===== src/rtl/mbus_pkg.sv =====
// Shared types and constants for the memory-bus arbiter and its winner picker.
package mbus_pkg;

  typedef enum logic [1:0] {
    IDLE,
    BUSY,
    RESP
  } state_e;

  localparam int MODE_FIXED = 0;
  localparam int MODE_RR    = 1;

  function automatic int idx_w(input int n_masters);
    return (n_masters > 2) ? $clog2(n_masters) : 1;
  endfunction

  function automatic int mask_w(input int data_w);
    return data_w / 8;
  endfunction

endpackage


===== src/rtl/mbus_arbiter_if.sv =====
// Master-side command/response bundle plus the shared OR-bus; 'slave' is the
// arbiter's view, 'master' is the view of the requesters and the bus responder.
interface mbus_arbiter_if #(
  parameter int N_MASTERS = 3,
  parameter int ADDR_W    = 18,
  parameter int DATA_W    = 32
);
  logic [N_MASTERS-1:0]          m_cmd_valid;
  logic [N_MASTERS-1:0]          m_cmd_wr;
  logic [N_MASTERS*DATA_W/8-1:0] m_cmd_mask;
  logic [N_MASTERS*ADDR_W-1:0]   m_cmd_adr;
  logic [N_MASTERS*DATA_W-1:0]   m_cmd_data;
  logic [N_MASTERS-1:0]          m_cmd_ready;
  logic [N_MASTERS-1:0]          m_rsp_valid;
  logic                          m_rsp_error;
  logic [DATA_W-1:0]             m_rsp_data;
  logic                          bus_op;
  logic [ADDR_W-1:0]             bus_adr;
  logic [DATA_W/8-1:0]           bus_wren;
  logic [DATA_W-1:0]             bus_di;
  logic [DATA_W-1:0]             bus_do;
  logic                          bus_err;

  modport slave (
    input  m_cmd_valid, m_cmd_wr, m_cmd_mask, m_cmd_adr, m_cmd_data, bus_do, bus_err,
    output m_cmd_ready, m_rsp_valid, m_rsp_error, m_rsp_data,
           bus_op, bus_adr, bus_wren, bus_di
  );

  modport master (
    output m_cmd_valid, m_cmd_wr, m_cmd_mask, m_cmd_adr, m_cmd_data, bus_do, bus_err,
    input  m_cmd_ready, m_rsp_valid, m_rsp_error, m_rsp_data,
           bus_op, bus_adr, bus_wren, bus_di
  );
endinterface


===== src/rtl/mbus_rr_pick.sv =====
// Combinational winner select: fixed priority (lowest index) or round-robin
// starting one past the previous winner.
module mbus_rr_pick
  import mbus_pkg::*;
#(
  parameter int N_MASTERS = 3,
  localparam int IDX_W    = idx_w(N_MASTERS)
) (
  input  logic [N_MASTERS-1:0] req_i,
  input  logic [IDX_W-1:0]     last_i,
  input  logic                 rr_i,
  output logic [N_MASTERS-1:0] grant_o,
  output logic [IDX_W-1:0]     idx_o,
  output logic                 any_o
);

  always_comb begin
    int unsigned j;
    logic [IDX_W-1:0] jj;
    j       = 0;
    jj      = '0;
    grant_o = '0;
    idx_o   = '0;
    any_o   = 1'b0;
    // Visit candidates in priority order; the first requester found wins.
    for (int unsigned k = 0; k < N_MASTERS; k++) begin
      j  = rr_i ? (32'(last_i) + 32'd1 + k) % N_MASTERS : k;
      jj = IDX_W'(j);
      if (!any_o && req_i[jj]) begin
        any_o     = 1'b1;
        grant_o[jj] = 1'b1;
        idx_o     = jj;
      end
    end
  end

endmodule


===== src/rtl/mbus_arbiter.sv =====
// N-master, single-slave memory-bus arbiter: grants one request, drives the
// OR-bus for RD_LATENCY+1 cycles, then returns a one-cycle accept/response pulse.
module mbus_arbiter
  import mbus_pkg::*;
#(
  parameter int N_MASTERS  = 3,
  parameter int ADDR_W     = 18,
  parameter int DATA_W     = 32,
  parameter int MODE       = MODE_FIXED,
  parameter int RD_LATENCY = 1
) (
  input  logic         clk,
  input  logic         reset,
  mbus_arbiter_if.slave mbus
);

  localparam int MASK_W = mask_w(DATA_W);
  localparam int IDX_W  = idx_w(N_MASTERS);
  localparam int CNT_W  = $clog2(RD_LATENCY + 1);

  state_e                state_q;
  logic [CNT_W-1:0]      cnt_q;
  logic [IDX_W-1:0]      last_q;
  logic [N_MASTERS-1:0]  win_oh_q;
  logic [N_MASTERS-1:0]  rsp_q;
  logic                  rsp_err_q;
  logic [DATA_W-1:0]     rsp_data_q;
  logic                  bus_op_q;
  logic [ADDR_W-1:0]     bus_adr_q;
  logic [MASK_W-1:0]     bus_wren_q;
  logic [DATA_W-1:0]     bus_di_q;

  logic [N_MASTERS-1:0]  grant;
  logic [IDX_W-1:0]      pick_idx;
  logic                  any_req;
  logic                  sel_wr;
  logic [MASK_W-1:0]     sel_mask;
  logic [ADDR_W-1:0]     sel_adr;
  logic [DATA_W-1:0]     sel_data;

  mbus_rr_pick #(
    .N_MASTERS (N_MASTERS)
  ) u_pick (
    .req_i   (mbus.m_cmd_valid),
    .last_i  (last_q),
    .rr_i    (MODE == MODE_RR),
    .grant_o (grant),
    .idx_o   (pick_idx),
    .any_o   (any_req)
  );

  always_comb begin
    sel_wr   = 1'b0;
    sel_mask = '0;
    sel_adr  = '0;
    sel_data = '0;
    for (int unsigned i = 0; i < N_MASTERS; i++) begin
      if (grant[i]) begin
        sel_wr   = mbus.m_cmd_wr[i];
        sel_mask = mbus.m_cmd_mask[i*MASK_W +: MASK_W];
        sel_adr  = mbus.m_cmd_adr[i*ADDR_W +: ADDR_W];
        sel_data = mbus.m_cmd_data[i*DATA_W +: DATA_W];
      end
    end
  end

  always_ff @(posedge clk or posedge reset) begin
    if (reset) begin
      state_q    <= IDLE;
      cnt_q      <= '0;
      last_q     <= IDX_W'(N_MASTERS - 1);
      win_oh_q   <= '0;
      rsp_q      <= '0;
      rsp_err_q  <= 1'b0;
      rsp_data_q <= '0;
      bus_op_q   <= 1'b0;
      bus_adr_q  <= '0;
      bus_wren_q <= '0;
      bus_di_q   <= '0;
    end else begin
      case (state_q)
        IDLE: begin
          rsp_q <= '0;
          if (any_req) begin
            state_q    <= BUSY;
            cnt_q      <= CNT_W'(RD_LATENCY);
            last_q     <= pick_idx;
            win_oh_q   <= grant;
            bus_op_q   <= 1'b1;
            bus_adr_q  <= sel_adr;
            bus_di_q   <= sel_data;
            bus_wren_q <= sel_wr ? sel_mask : '0;
          end
        end
        BUSY: begin
          // Write strobe lives only in the first BUSY cycle: MMIO sees one write.
          bus_wren_q <= '0;
          if (cnt_q == '0) begin
            state_q    <= RESP;
            rsp_data_q <= mbus.bus_do;
            rsp_err_q  <= mbus.bus_err;
            rsp_q      <= win_oh_q;
            bus_op_q   <= 1'b0;
            bus_adr_q  <= '0;
            bus_di_q   <= '0;
          end else begin
            cnt_q <= cnt_q - 1'b1;
          end
        end
        RESP: begin
          rsp_q   <= '0;
          state_q <= IDLE;
        end
        default: state_q <= IDLE;
      endcase
    end
  end

  assign mbus.m_cmd_ready = rsp_q;
  assign mbus.m_rsp_valid = rsp_q;
  assign mbus.m_rsp_error = rsp_err_q;
  assign mbus.m_rsp_data  = rsp_data_q;
  assign mbus.bus_op      = bus_op_q;
  assign mbus.bus_adr     = bus_adr_q;
  assign mbus.bus_wren    = bus_wren_q;
  assign mbus.bus_di      = bus_di_q;

endmodule

===== src/flat_wrapper.sv =====
// flat-port wrapper written by rule: the top's interface ports become plain ports
module mbus_arbiter_flat import mbus_pkg::*;
#(
  parameter int N_MASTERS  = 3,
  parameter int ADDR_W     = 18,
  parameter int DATA_W     = 32,
  parameter int MODE       = MODE_FIXED,
  parameter int RD_LATENCY = 1
)
  (clk, reset, mbus_m_cmd_valid, mbus_m_cmd_wr, mbus_m_cmd_mask, mbus_m_cmd_adr, mbus_m_cmd_data, mbus_bus_do, mbus_bus_err, mbus_m_cmd_ready, mbus_m_rsp_valid, mbus_m_rsp_error, mbus_m_rsp_data, mbus_bus_op, mbus_bus_adr, mbus_bus_wren, mbus_bus_di);
  mbus_arbiter_if #(.N_MASTERS(N_MASTERS), .ADDR_W(ADDR_W), .DATA_W(DATA_W)) mbus_i ();
  input  logic clk;
  input  logic reset;
  input wire logic [$bits(mbus_i.m_cmd_valid)-1:0] mbus_m_cmd_valid;
  input wire logic [$bits(mbus_i.m_cmd_wr)-1:0] mbus_m_cmd_wr;
  input wire logic [$bits(mbus_i.m_cmd_mask)-1:0] mbus_m_cmd_mask;
  input wire logic [$bits(mbus_i.m_cmd_adr)-1:0] mbus_m_cmd_adr;
  input wire logic [$bits(mbus_i.m_cmd_data)-1:0] mbus_m_cmd_data;
  input wire logic [$bits(mbus_i.bus_do)-1:0] mbus_bus_do;
  input wire logic [$bits(mbus_i.bus_err)-1:0] mbus_bus_err;
  output wire logic [$bits(mbus_i.m_cmd_ready)-1:0] mbus_m_cmd_ready;
  output wire logic [$bits(mbus_i.m_rsp_valid)-1:0] mbus_m_rsp_valid;
  output wire logic [$bits(mbus_i.m_rsp_error)-1:0] mbus_m_rsp_error;
  output wire logic [$bits(mbus_i.m_rsp_data)-1:0] mbus_m_rsp_data;
  output wire logic [$bits(mbus_i.bus_op)-1:0] mbus_bus_op;
  output wire logic [$bits(mbus_i.bus_adr)-1:0] mbus_bus_adr;
  output wire logic [$bits(mbus_i.bus_wren)-1:0] mbus_bus_wren;
  output wire logic [$bits(mbus_i.bus_di)-1:0] mbus_bus_di;
  assign mbus_i.m_cmd_valid = mbus_m_cmd_valid;
  assign mbus_i.m_cmd_wr = mbus_m_cmd_wr;
  assign mbus_i.m_cmd_mask = mbus_m_cmd_mask;
  assign mbus_i.m_cmd_adr = mbus_m_cmd_adr;
  assign mbus_i.m_cmd_data = mbus_m_cmd_data;
  assign mbus_i.bus_do = mbus_bus_do;
  assign mbus_i.bus_err = mbus_bus_err;
  assign mbus_m_cmd_ready = mbus_i.m_cmd_ready;
  assign mbus_m_rsp_valid = mbus_i.m_rsp_valid;
  assign mbus_m_rsp_error = mbus_i.m_rsp_error;
  assign mbus_m_rsp_data = mbus_i.m_rsp_data;
  assign mbus_bus_op = mbus_i.bus_op;
  assign mbus_bus_adr = mbus_i.bus_adr;
  assign mbus_bus_wren = mbus_i.bus_wren;
  assign mbus_bus_di = mbus_i.bus_di;
  mbus_arbiter #(.N_MASTERS(N_MASTERS), .ADDR_W(ADDR_W), .DATA_W(DATA_W), .MODE(MODE), .RD_LATENCY(RD_LATENCY)) u_core (.clk(clk), .reset(reset), .mbus(mbus_i));
endmodule

===== config.mk =====
export PLATFORM = sky130hd
export DESIGN_NAME = mbus_arbiter_flat
export DESIGN_NICKNAME = d
export VERILOG_FILES = /design/src/rtl/mbus_pkg.sv /design/src/rtl/mbus_arbiter_if.sv /design/src/rtl/mbus_rr_pick.sv /design/src/rtl/mbus_arbiter.sv /design/src/flat_wrapper.sv
export SDC_FILE = /design/constraint.sdc
export NUM_CORES = 1
export LEC_CHECK = 0
export BUFFER_PORTS_ARGS = -buffer_cell sky130_fd_sc_hd__clkbuf_2
export CORE_MARGIN = 3
export CORE_UTILIZATION = 40
export DETAILED_ROUTE_END_ITERATION = 8
export GPL_ROUTABILITY_DRIVEN = 0
export PLACE_DENSITY = 0.81
export RECOVER_POWER = 25
export SETUP_SLACK_MARGIN = 0.1
export SYNTH_ARGS = -nofsm -noshare
export SYNTH_HDL_FRONTEND = slang
export SYNTH_SLANG_ARGS = --single-unit

===== constraint.sdc =====
create_clock -name clk -period 7.14 [get_ports clk]
set_input_delay 0.357 -clock clk [delete_from_list [all_inputs] [get_ports clk]]
set_output_delay 0.357 -clock clk [all_outputs]
set_load 0.005 [all_outputs]

==> Word-level counts from Yosys, hierarchy flattened <==
Cells that the tools add are included.
{ "classes": {"n_addsub": 1, "n_bitwise": 1, "n_mux": 37, "order_cmp": 0, "eq_ne": 4, "n_reduce_logical": 14, "multipliers": 0, "shifts": 0, "div": 0} }
{ "ops": {"columns": ["cell", "n"], "rows": [
  ["$mux 32", 5],
  ["$mux 18", 5],
  ["$pmux 32 s2", 1],
  ["$pmux 18 s2", 1],
  ["$mux 4", 5],
  ["$mux 1", 10],
  ["$reduce_and 2->1", 5],
  ["$pmux 4 s2", 1],
  ["$mux 2", 3],
  ["$mux 3", 2],
  ["$pmux 3 s2", 1],
  ["$pmux 1 s2", 2],
  ["$pmux 2 s2", 1],
  ["$reduce_bool 2->1", 2],
  ["$reduce_and 3->1", 1],
  ["$eq 2x1->1 const B", 1],
  ["$eq 2x2->1 const B", 1],
  ["$logic_and 1x1->1", 2],
  ["$logic_not 1->1", 2],
  ["$logic_not 2->1", 1],
  ["$ne 2x1->1 const B", 1],
  ["$ne 2x2->1 const B", 1],
  ["$reduce_or 2->1", 1],
  ["$not 1->1", 1],
  ["$sub 1x1->1 const B", 1]
]} }
{ "word_totals": {"out_inout_bits": 94, "ramBits": 0, "mem_count": 0, "word_cells": 67, "latchBits": 0, "mem_bits_ro": 0, "register_bits": 97} }

==> Depth between registers and ports, before layout <==
Gate-level depths: netlist of the first run.
{ "depth": {"word_depth": 13, "mapped_depth": 6, "mapped_depth_nobuf": 3} }

==> Cells and area by module <==
From an unflattened synthesis of the first run, not the netlist that was laid out.
{ "unflattened": {"hier_cells": 416, "area_unflattened_um2": 5202.5} }
{ "by_module_without_submodules": {"columns": ["mod", "area_per_inst_um2", "seq_area_each_um2", "cells_each", "instances"], "rows": [
  ["mbus_arbiter", 4914.7, 2478.6, 372, 1],
  ["mbus_rr_pick", 287.8, 0.0, 44, 1]
]} }

==> Worst setup path after synthesis of the first run <==
No wires, ideal clock.
{ "synth_path": {"path_kind": "in2reg", "startpoint": "input port mbus_m_cmd_valid[0]", "endpoint": "register u_core.win_oh_q[0]", "arrival_ps": 1442, "slack_ps": 5573, "path_stages": 5, "path_cell_list": "buf_2 -> nor3_2 -> or2_1 -> buf_6 -> mux2_2"} }
{ "synth_between": {"elab_chain_cells": 8, "word_cells_on_any_way": 11} }
{ "synth_lines": {"columns": ["item", "line_no", "rtl"], "rows": [
  ["from (decl)", "flat_wrapper.sv:14", "input wire logic [$bits(mbus_i.m_cmd_valid)-1:0] mbus_m_cmd_valid;"],
  ["$mux 1", "mbus_rr_pick.sv:29", "if (!any_o && req_i[jj]) begin"],
  ["$logic_not 1->1", "mbus_rr_pick.sv:29", null],
  ["$logic_and 1x1->1", "mbus_rr_pick.sv:29", null],
  ["$mux 1", "mbus_rr_pick.sv:29", null],
  ["$logic_not 1->1", "mbus_rr_pick.sv:29", null],
  ["$logic_and 1x1->1", "mbus_rr_pick.sv:29", null],
  ["$mux 1", "mbus_rr_pick.sv:29", null],
  ["$reduce_and 2->1 (no source line)", null, null],
  ["to (signal assigned)", "mbus_arbiter.sv:88", "win_oh_q <= grant;"],
  ["to (decl)", "mbus_arbiter.sv:24", "logic [N_MASTERS-1:0] win_oh_q;"]
]} }
Several ways; a longest one is shown, not always the timed one.
A chain may end at the register's enable or synchronous reset.

==> Final worst setup path of the first run <==
{ "layout_path": {"startpoint": "register u_core.state_q[0]", "endpoint": "register u_core.win_oh_q[0]"} }
{ "layout_between": {"elab_chain_cells": 2} }
{ "layout_lines": {"columns": ["item", "line_no", "rtl"], "rows": [
  ["from (decl)", "mbus_arbiter.sv:21", "state_e state_q;"],
  ["from (signal assigned)", "mbus_arbiter.sv:69", "state_q <= IDLE;"],
  ["from (signal assigned)", "mbus_arbiter.sv:85", "state_q <= BUSY;"],
  ["from (signal assigned)", "mbus_arbiter.sv:99", "state_q <= RESP;"],
  ["$logic_not 2->1", "mbus_arbiter.sv:81", "case (state_q)"],
  ["$reduce_and 2->1 (no source line)", null, null]
]} }
Every way passes these cells.

==> impl_metrics.csv, run 1 <==
group,metric,value,unit
status,violations,"max-capacitance violations, max-slew violations",
sta,grt_setup_unrepaired,"false",
route,drtAntennaViolNets,0,
synthesis,synth_nets,637,
die,start_util,41.7,%
power_and_ir_drop,leakage,3.25,nW
critical_path,worstRegToRegCells,3,
place,hpwl,11400,um
critical_path,slowest_stage,"or2_2",
clocking,cts-resized-gates,0,
clocking,insertion_delay,0.34,ns
route,wl_per_cell,18.0,um
synthesis,async_reset_ff_share,100,%
sta,fin_ws,4.38,ns
sta,skew,0.00496,ns
critical_path,regToRegSetupSlack,4.38,ns
sta,setup_viol_count_final,0,
clocking,htreeDepth,3,
clocking,cts_setup_buffers,0,
critical_path,cpPeakStageDelay,0.88,ns
min_path,worstHoldStart,"mbus_bus_do[2]",
synthesis,synth_edf_count,0,
critical_path,cp-start-kind,"register",
die,ios,297,
synthesis,yosysUniqueCellTypes,29,
route,met2_length,7970,um
sta,fmax,363,MHz
critical_path,required,7.37,ns
min_path,hold_class,"input pin to register",
min_path,min_path_cells,2,
min_path,holdPathEnd,"u_core.mbus.m_rsp_data[2]",
place,portBuffers,296,
synthesis,seq_area_frac_synth,47.5,%
synthesis,synth_most_common_cell,"dfrtp_1",
synthesis,synth_seq_cells,97,
grt,grt_max_degree,116,
critical_path,path_cells,"or2_2 -> or2_4 -> mux2_2",
die,core_area,12300,um^2
sta,slew_violations,40,
critical_path,r2r-end,"u_core.win_oh_q[0]",
route,first_pass_iters,5,
synthesis,syn_inst,434,
layout,design.final.nets,892,
clocking,clockBufferDepth,2,
synthesis,synthFlopType,"dfrtp_1",
clocking,cts-root-buf,"clkbuf_16",
route,vias_per_cell,5.47,
sta,timing.hold.ws,0.244,ns
clocking,clkSinkCount,97,
status,status,"finished, violations left",
grt,antenna_found_initial,0,
synthesis,syn_avg_cell_area,11.8,um^2
sta,fin_crit_sh,38.6,%
power_and_ir_drop,total_power,2.58,mW
die,die_w,119,um
critical_path,end_kind,"register",
die,die_h,119,um
clocking,cts_hold_buf,0,
critical_path,reg2reg_from,"u_core.state_q[0]",
route,drt_iter0_markers,205,
grt,grt_pass1_vias,4762,
synthesis,synth_top_area_cell,"dfrtp_1",
synthesis,synth_common_cells,"97 x dfrtp_1, 55 x a221oi_1, 55 x nor2b_1",
clocking,cts_tree,"built",
power_and_ir_drop,irDropWorstVdd,0.248,mV
route,dr_total_vias,4717,
sta,hold_viol,0,
layout,drive_above_1_share,56.1,%
route,met3_length,1030,um
grt,grt_pass1_wl,24700,um
critical_path,critical_path_class,"register to register",
layout,area_growth,34.1,%
power_and_ir_drop,p_per_area,376,nW/um^2
route,wirelength,15600,um
critical_path,arrival,2.99,ns
synthesis,yosys_warnings,0,
clocking,clk_pin_slew,0.07,ns
route,drt-met1-wl,6090,um
run,drv_cap,1,
place,dp_slack,4.38,ns
clocking,cts_buffers,9,
die,num_rows,40,
grt,grt-ovfl-total,0,
critical_path,worst-path-max-fanout,55,
layout,n_antenna_cell,0,
sta,finalSetupTns,0,ns
synthesis,synth_top_area_share,47.5,%
sta,relSlewSlack,-19.0,%
synthesis,syn_area,5110,um^2
die,design.die.area,14200,um^2
synthesis,synthTopCellsByArea,"dfrtp_1 48%, o31ai_2 11%, a221oi_1 9.4%",
sta,min_period,2.76,ns
route,top_layer_used,"met4",
grt,grt_use_total,21.6,%
sta,worst_pin_slew,1.78,ns
route,drc,0,
-- sequential cells by signal, summed over array words and instances, names as in the netlist --
name,count
u_core.mbus.bus_di,32
u_core.mbus.m_rsp_data,32
u_core.mbus.bus_adr,18
u_core.mbus.bus_wren,4
u_core.mbus.m_cmd_ready,3
u_core.win_oh_q,3
u_core.state_q,2
u_core.cnt_q,1
u_core.mbus.bus_op,1
u_core.mbus.m_rsp_error,1
-- metal layers --
layer / global-route usage [%] / vias up
met5: 0 / -
met4: 8.83 / 0
met3: 4.27 / 30
met2: 38.4 / 214
met1: 25.4 / 2261
li1: - / 2212
-- how the worst max path moves through the flow --
stage                           start                 end  slack (ns)  cells past startpoint
global route        u_core.state_q[0]  u_core.win_oh_q[0]        4.23                      3
CTS                 u_core.state_q[0]  u_core.win_oh_q[0]        4.37                      3
floorplan                       reset        u_core.cnt_q        4.25                      1
finish              u_core.state_q[0]  u_core.win_oh_q[0]        4.38                      3
global placement    u_core.state_q[0]  u_core.win_oh_q[0]        4.49                      3
detailed placement  u_core.state_q[0]  u_core.win_oh_q[0]        4.38                      3
-- through the flow --
stage	util [%]	cells	cell area, um^2
final	55.9	862	6850
after global routing	55.9	862	6850
after CTS	56.0	862	6870
after detailed placement	53.6	846	6580
after global placement	53.6	846	6580
after floorplan	-	434	5110
-- where the power goes --
group | leakage (nW) | switching (mW) | internal [mW]
Combinational | 1.92 | 0.587 | 0.559
Clock | 0.136 | 0.223 | 0.243
Sequential | 1.19 | 0.152 | 0.813
Total | 3.25 | 0.963 | 1.62
-- final cells by class --
class	instances	area, um^2
fillers	1071	5410
flip-flops and latches	97	2430
multi-input cells	274	2400
repair buffers	300	1500
clock buffers	9	225
well taps	168	210
clock inverters	7	63.8
inverters	7	27.5
-- kinds of logic after synthesis --
logic type             share of synthesized area, %
flip-flops                                     47.5
AO/OA/AOI/OAI                                  30.6
multiplexers                                   7.49
buffers and inverters                          5.95
AND/OR/NAND/NOR                                8.43
-- critical path: cells and delay by family (launching register included) --
kind / cells / cell delay (ns)
AND/OR/NAND/NOR: 2 / 1.75
flip-flops: 1 / 0.46
multiplexers: 1 / 0.42
-- layout by cell type, fill, tap and decap left out --
cell type / count
a221oi_1: 55
nor2_1: 1
o21ai_0: 8
nand2_1: 2
clkinvlp_4: 2
nor2b_1: 54
clkbuf_1: 12
o41ai_1: 4
nor3_4: 1
clkbuf_2: 283
or2_4: 1
o31ai_2: 45
or3b_4: 1
a211o_1: 1
nor4b_1: 1
or2_2: 1
o31ai_1: 5
inv_8: 2
nand2b_1: 1
o21a_1: 1
nor4_1: 1
clkbuf_16: 9
nor3b_1: 1
inv_1: 6
clkinv_4: 3
a21o_1: 2
buf_4: 5
o211ai_1: 50
dfrtp_1: 97
nor2b_4: 1
clkinvlp_2: 1
nand3_1: 3
mux2_2: 34
(Power assumes the default switching activity.)
==> run 2, diff against run 1 <==
--- a/config.mk
+++ b/config.mk
@@ -5,12 +5,13 @@
 export SDC_FILE = /design/constraint.sdc
 export NUM_CORES = 1
 export LEC_CHECK = 0
+export ABC_AREA = 1
 export BUFFER_PORTS_ARGS = -buffer_cell sky130_fd_sc_hd__clkbuf_2
 export CORE_MARGIN = 3
 export CORE_UTILIZATION = 40
 export DETAILED_ROUTE_END_ITERATION = 8
 export GPL_ROUTABILITY_DRIVEN = 0
-export PLACE_DENSITY = 0.81
+export PLACE_DENSITY = 0.84
 export RECOVER_POWER = 25
 export SETUP_SLACK_MARGIN = 0.1
 export SYNTH_ARGS = -nofsm -noshare
==> constraint.sdc (replaced) <==
create_clock -name clk -period 2.23 [get_ports clk]
set_input_delay 0.1115 -clock clk [delete_from_list [all_inputs] [get_ports clk]]
set_output_delay 0.1115 -clock clk [all_outputs]
set_load 0.005 [all_outputs]
==> impl_metrics.csv, run 2 <==
group,metric,value,unit
status,status,"completed",
sta,finalSetupTns,0,ns
grt,grtUsageMet2,40.0,%
critical_path,path_cells,"nand2_1 -> nor2_2 -> inv_2 -> buf_12 -> nand3_1 -> nand2_1",
critical_path,end_kind,"register",
grt,grt-ovfl-total,0,
sta,fin_crit_sh,73.3,%
synthesis,syn_area,5030,um^2
run,drv_cap,0,
clocking,htreeDepth,3,
die,ios,297,
layout,design.final.nets,1213,
grt,antenna_found_initial,0,
synthesis,seq_area_frac_synth,48.3,%
grt,grt_pass1_wl,26200,um
synthesis,synth_top_area_share,48.3,%
die,die_w,118,um
synthesis,yosysUniqueCellTypes,15,
synthesis,syn_inst,715,
synthesis,synth_most_common_cell,"nand2_1",
critical_path,critical_path_class,"register to register",
sta,fin_ws,0.596,ns
clocking,clkSinkCount,97,
layout,multi_input_area,2300,um^2
sta,relSlewSlack,50.1,%
synthesis,synthTopCellsByArea,"dfrtp_1 48%, nand2_1 24%, nand3_1 13%",
grt,use_met1,28.4,%
synthesis,synth_top_area_cell,"dfrtp_1",
clocking,cts_setup_buffers,0,
clocking,clk_pin_slew,0.06,ns
critical_path,critPathTopFamily,"simple AND/OR/NAND/NOR gates",
place,portBuffers,296,
critical_path,crit_buf_inv,2,
critical_path,cp_common_cell,"nand2_1",
critical_path,required,2.45,ns
synthesis,synth_nets,918,
route,drc,0,
route,drt_iter0_markers,359,
place,hpwl,11700,um
layout,n_fill_cell,1178,
power_and_ir_drop,leakage,4.15,nW
min_path,hold_class,"input pin to register",
place,dp_slack,0.675,ns
critical_path,cp-start-kind,"register",
die,num_rows,40,
layout,layout_common_cells,"321 x nand2_1, 252 x clkbuf_2, 126 x nand3_1",
sta,skew,0.00557,ns
grt,grt.busiest_layer,"met2",
clocking,insertion_delay,0.33,ns
die,core_area,12200,um^2
route,vias_per_cell,4.76,
layout,seq_area,2430,um^2
critical_path,cpPeakStageDelay,0.41,ns
route,wirelength,16300,um
route,dr_total_vias,5618,
sta,hold_viol,0,
layout,mostFrequentLayoutCell,"nand2_1",
clocking,clockBufferDepth,2,
sta,slew_violations,0,
sta,fmax,612,MHz
sta,worst_pin_slew,0.747,ns
clocking,cts_buffers,9,
grt,grt_max_degree,85,
synthesis,syn_avg_cell_area,7.03,um^2
route,first_pass_iters,4,
route,wl_per_cell,13.8,um
grt,use_met3,6.10,%
route,drtAntennaViolNets,0,
synthesis,async_reset_ff_share,100,%
clocking,cts-resized-gates,0,
critical_path,slowest_stage,"dfrtp_1",
synthesis,synth_edf_count,0,
synthesis,synth_seq_cells,97,
sta,grt_setup_unrepaired,"false",
synthesis,synth_common_cells,"322 x nand2_1, 126 x nand3_1, 104 x nor2_1",
sta,min_period,1.63,ns
layout,n_antenna_cell,0,
grt,grt_pass1_vias,5274,
die,die_h,118,um
layout,area_growth,41.8,%
layout,drive_above_1_share,28.2,%
critical_path,worst-path-max-fanout,84,
clocking,cts-root-buf,"clkbuf_16",
die,design.die.area,14000,um^2
clocking,cts_tree,"built",
critical_path,arrival,1.86,ns
synthesis,synthFlopType,"dfrtp_1",
sta,setup_viol_count_final,0,
power_and_ir_drop,irDropWorstVdd,0.565,mV
grt,grt_use_total,23.0,%
power_and_ir_drop,p_per_area,1120,nW/um^2
die,start_util,41.3,%
synthesis,yosys_warnings,0,
sta,timing.hold.ws,0.0120,ns
-- run 2: cell types whose count changed in the layout (fill, tap and decap cells not counted), moves of 50 or more --
cell | previous run | this run
nor2b_1 | 54 | 0
o211ai_1 | 50 | 0
nor2_1 | 1 | 103
nand3_1 | 3 | 126
a221oi_1 | 55 | 0
nand2_1 | 2 | 321
-- run 2: path summary, 6_finish.rpt --
check	end	from	cells past startpoint	slack, ns
min in group asynchronous	u_core.mbus.bus_adr[14]	reset	3	0.45
max	u_core.mbus.bus_di[4]	u_core.state_q[0]	6	0.60
min	u_core.mbus.m_rsp_data[2]	mbus_bus_do[2]	3	0.01
min reg2reg	u_core.mbus.m_rsp_data[24]	u_core.mbus.m_rsp_data[24]	2	0.47
max reg2reg	u_core.mbus.bus_di[4]	u_core.state_q[0]	6	0.60
max in group asynchronous	u_core.mbus.bus_di[2]	reset	4	1.17
-- run 2: layer usage --
layer  vias up  wire (um)
li1       2824          -
met1      2532       6530
met2       246       8170
met3        16       1350
met4         0        229
met5         -          0
-- run 2: what timing repair did --
item | in CTS | in global routing
hold buffers | 27 | 0
endpoints found under the hold margin | 56 | 0
endpoints found under the setup margin | 0 | 0
-- run 2: worst register-to-register path, cell delays in order, from the launching register on --
cell and delay, ns:
dfrtp_1 0.41, nand2_1 0.19, nor2_2 0.32, inv_2 0.12, buf_12 0.22, nand3_1 0.21
nand2_1 0.06
-- run 2: power breakdown --
part           internal, mW  leakage (nW)  switching (mW)
sequential             2.54          1.23           0.456
combinational          1.37          2.77            2.06
clock                 0.894         0.145           0.646
total                  4.81          4.15            3.16
-- run 2: metrics by stage --
step           util (%)  area, um^2  cells  total power [mW]
2_1_floorplan         -        5030    715              5.07
3_3_place_gp       54.5        6620   1140              6.36
3_5_place_dp       54.5        6620   1140              6.47
4_1_cts            59.1        7180   1181              8.07
5_1_grt            58.6        7130   1181              8.64
6_report           58.6        7130   1181              7.97
-- run 2: logic make-up (layout without fill, tap and decap cells) --
kind of cell           Yosys count  count (layout)  share of synthesized area, %
buffers and inverters           58             356                          6.37
DFF                             97              97                          48.3
AOI/OAI and AO/OA                4               4                         0.398
and+or+nand+nor                556             556                          44.9
-- run 2: final cells by class --
class / count / area share, %
Tap cell: 168 / 2.95
Inverter: 8 / 0.474
Sequential cell: 97 / 34.0
Timing Repair Buffer: 334 / 26.2
Multi-Input combinational cell: 560 / 32.3
Clock inverter: 4 / 0.737
Clock buffer: 10 / 3.35
==> run 3, diff against run 2 <==
==> constraint.sdc (replaced) <==
create_clock -name clk -period 1.5 [get_ports clk]
set_input_delay 0.075 -clock clk [delete_from_list [all_inputs] [get_ports clk]]
set_output_delay 0.075 -clock clk [all_outputs]
set_load 0.005 [all_outputs]
==> impl_metrics.csv, run 3 (synthesis results as in run 2) <==
group,metric,value,unit
route,drtAntennaViolNets,0,
clocking,insertion_delay,0.34,ns
die,start_util,41.3,%
sta,fin_crit_sh,87.5,%
critical_path,cp-start-kind,"register",
critical_path,end_kind,"register",
die,num_rows,40,
layout,design.final.nets,1236,
grt,grt-ovfl-total,0,
layout,fin_cells,1206,
critical_path,required,1.73,ns
route,vias_per_cell,4.73,
sta,worst_pin_slew,0.867,ns
run,drv_cap,0,
layout,n_antenna_cell,0,
sta,fmax,762,MHz
route,drt_iter0_markers,325,
grt,grt_max_degree,98,
route,dr_total_vias,5701,
clocking,cts-root-buf,"clkbuf_16",
layout,drive_above_1_share,33.5,%
sta,slew_violations,0,
power_and_ir_drop,total_power,12.7,mW
route,first_pass_iters,6,
power_and_ir_drop,p_per_area,1710,nW/um^2
grt,grt_pass1_wl,26600,um
sta,relSlewSlack,42.2,%
grt,grt_pass1_vias,5363,
min_path,hold_class,"input pin to register",
status,status,"completed",
critical_path,arrival,1.54,ns
sta,skew,0.00579,ns
clocking,cts_tree,"built",
clocking,clkSinkCount,97,
die,die_h,118,um
die,die_w,118,um
die,design.die.area,14000,um^2
route,drc,0,
sta,hold_viol,0,
critical_path,critical_path_class,"register to register",
layout,area_growth,48.2,%
layout,n_fill_cell,1117,
power_and_ir_drop,leakage,4.41,nW
sta,min_period,1.31,ns
sta,setup_viol_count_final,0,
place,dp.cells,1151,
sta,grt_setup_unrepaired,"true",
critical_path,worst-path-max-fanout,29,
sta,timing.hold.ws,0.0262,ns
power_and_ir_drop,irDropWorstVdd,0.665,mV
clocking,htreeDepth,3,
clocking,cts_buffers,9,
die,core_area,12200,um^2
die,ios,297,
route,wl_per_cell,14.1,um
place,portBuffers,296,
clocking,clk_pin_slew,0.07,ns
grt,antenna_found_initial,0,
sta,finalSetupTns,0,ns
layout,layout_common_cells,"321 x nand2_1, 294 x clkbuf_2, 126 x nand3_1",
grt,grt_use_total,23.1,%
route,wirelength,17000,um
layout,mostFrequentLayoutCell,"nand2_1",
place,hpwl,11800,um
clocking,clockBufferDepth,2,
-- run 3: cell count changes in the layout (fill, tap and decap cells not counted), moves of 2 or more --
cell,change
buf_4,+11
inv_6,-2
nor2_1,-2
inv_8,+2
clkbuf_1,-42
clkbuf_2,+42
clkinv_4,+3
clkbuf_16,+2
dlygate4sd3_1,+7
-- run 3: stage by stage --
step                setup slack [ns]  utilization, %  area, um^2
floorplan                      0.249               -        5030
global placement               0.210            55.2        6720
detailed placement             0.168            55.2        6720
CTS                            0.143            60.6        7370
global route                  0.0969            61.3        7450
finish                         0.187            61.3        7450
-- run 3: worst paths after layout --
| path | slack [ns] | to | start | depth (start not counted) |
|---|---|---|---|---|
| max in group asynchronous | 0.34 | u_core.mbus.bus_wren[0] | reset | 4 |
| worst max-delay path | 0.19 | u_core.mbus.m_rsp_data[18] | u_core.state_q[0] | 7 |
| min in group asynchronous | 0.58 | u_core.mbus.m_rsp_data[13] | reset | 4 |
| worst max register to register | 0.19 | u_core.mbus.m_rsp_data[18] | u_core.state_q[0] | 7 |
| worst min-delay path | 0.03 | u_core.mbus.bus_di[17] | mbus_m_cmd_data[49] | 5 |
| worst min register to register | 0.47 | u_core.mbus.m_rsp_data[12] | u_core.mbus.m_rsp_data[12] | 2 |
-- run 3: where the power goes --
part	internal, mW	switching (mW)
Clock	1.33	1.07
Sequential	3.77	0.679
Combinational	2.58	3.27
-- run 3: cell type report --
type                            count  area [um^2]  area share, %
Sequential cell                    97         2430           32.6
Multi-Input combinational cell    561         2320           31.1
Timing Repair Buffer              356         2150           28.8
Clock buffer                        9          225           3.02
Tap cell                          168          210           2.82
Clock inverter                      7         86.3           1.16
Inverter                            8         36.3          0.487
-- run 3: repair_timing --
item	4_1_cts	5_1_grt
hold endpoints to repair	130	0
gates resized for setup	0	6
hold buffers	34	0
endpoints found under the setup margin	0	50
setup buffers	0	2
-- run 3: routing by layer --
metal,share of wire (%),up-vias,track usage [%]
li1,-,2874,-
met1,42,2543,30.1
met2,49,265,39.4
met3,7.8,19,4.32
met4,1.4,0,6.30
met5,0,-,0
-- run 3: worst max-delay path, stage by stage, from the launching register on --
cell,delay [ns]
dfrtp_1,0.37
buf_4,0.13
nand2_1,0.10
nor2_4,0.16
inv_4,0.09
clkbuf_16,0.21
nand2_1,0.08
nand2_1,0.06
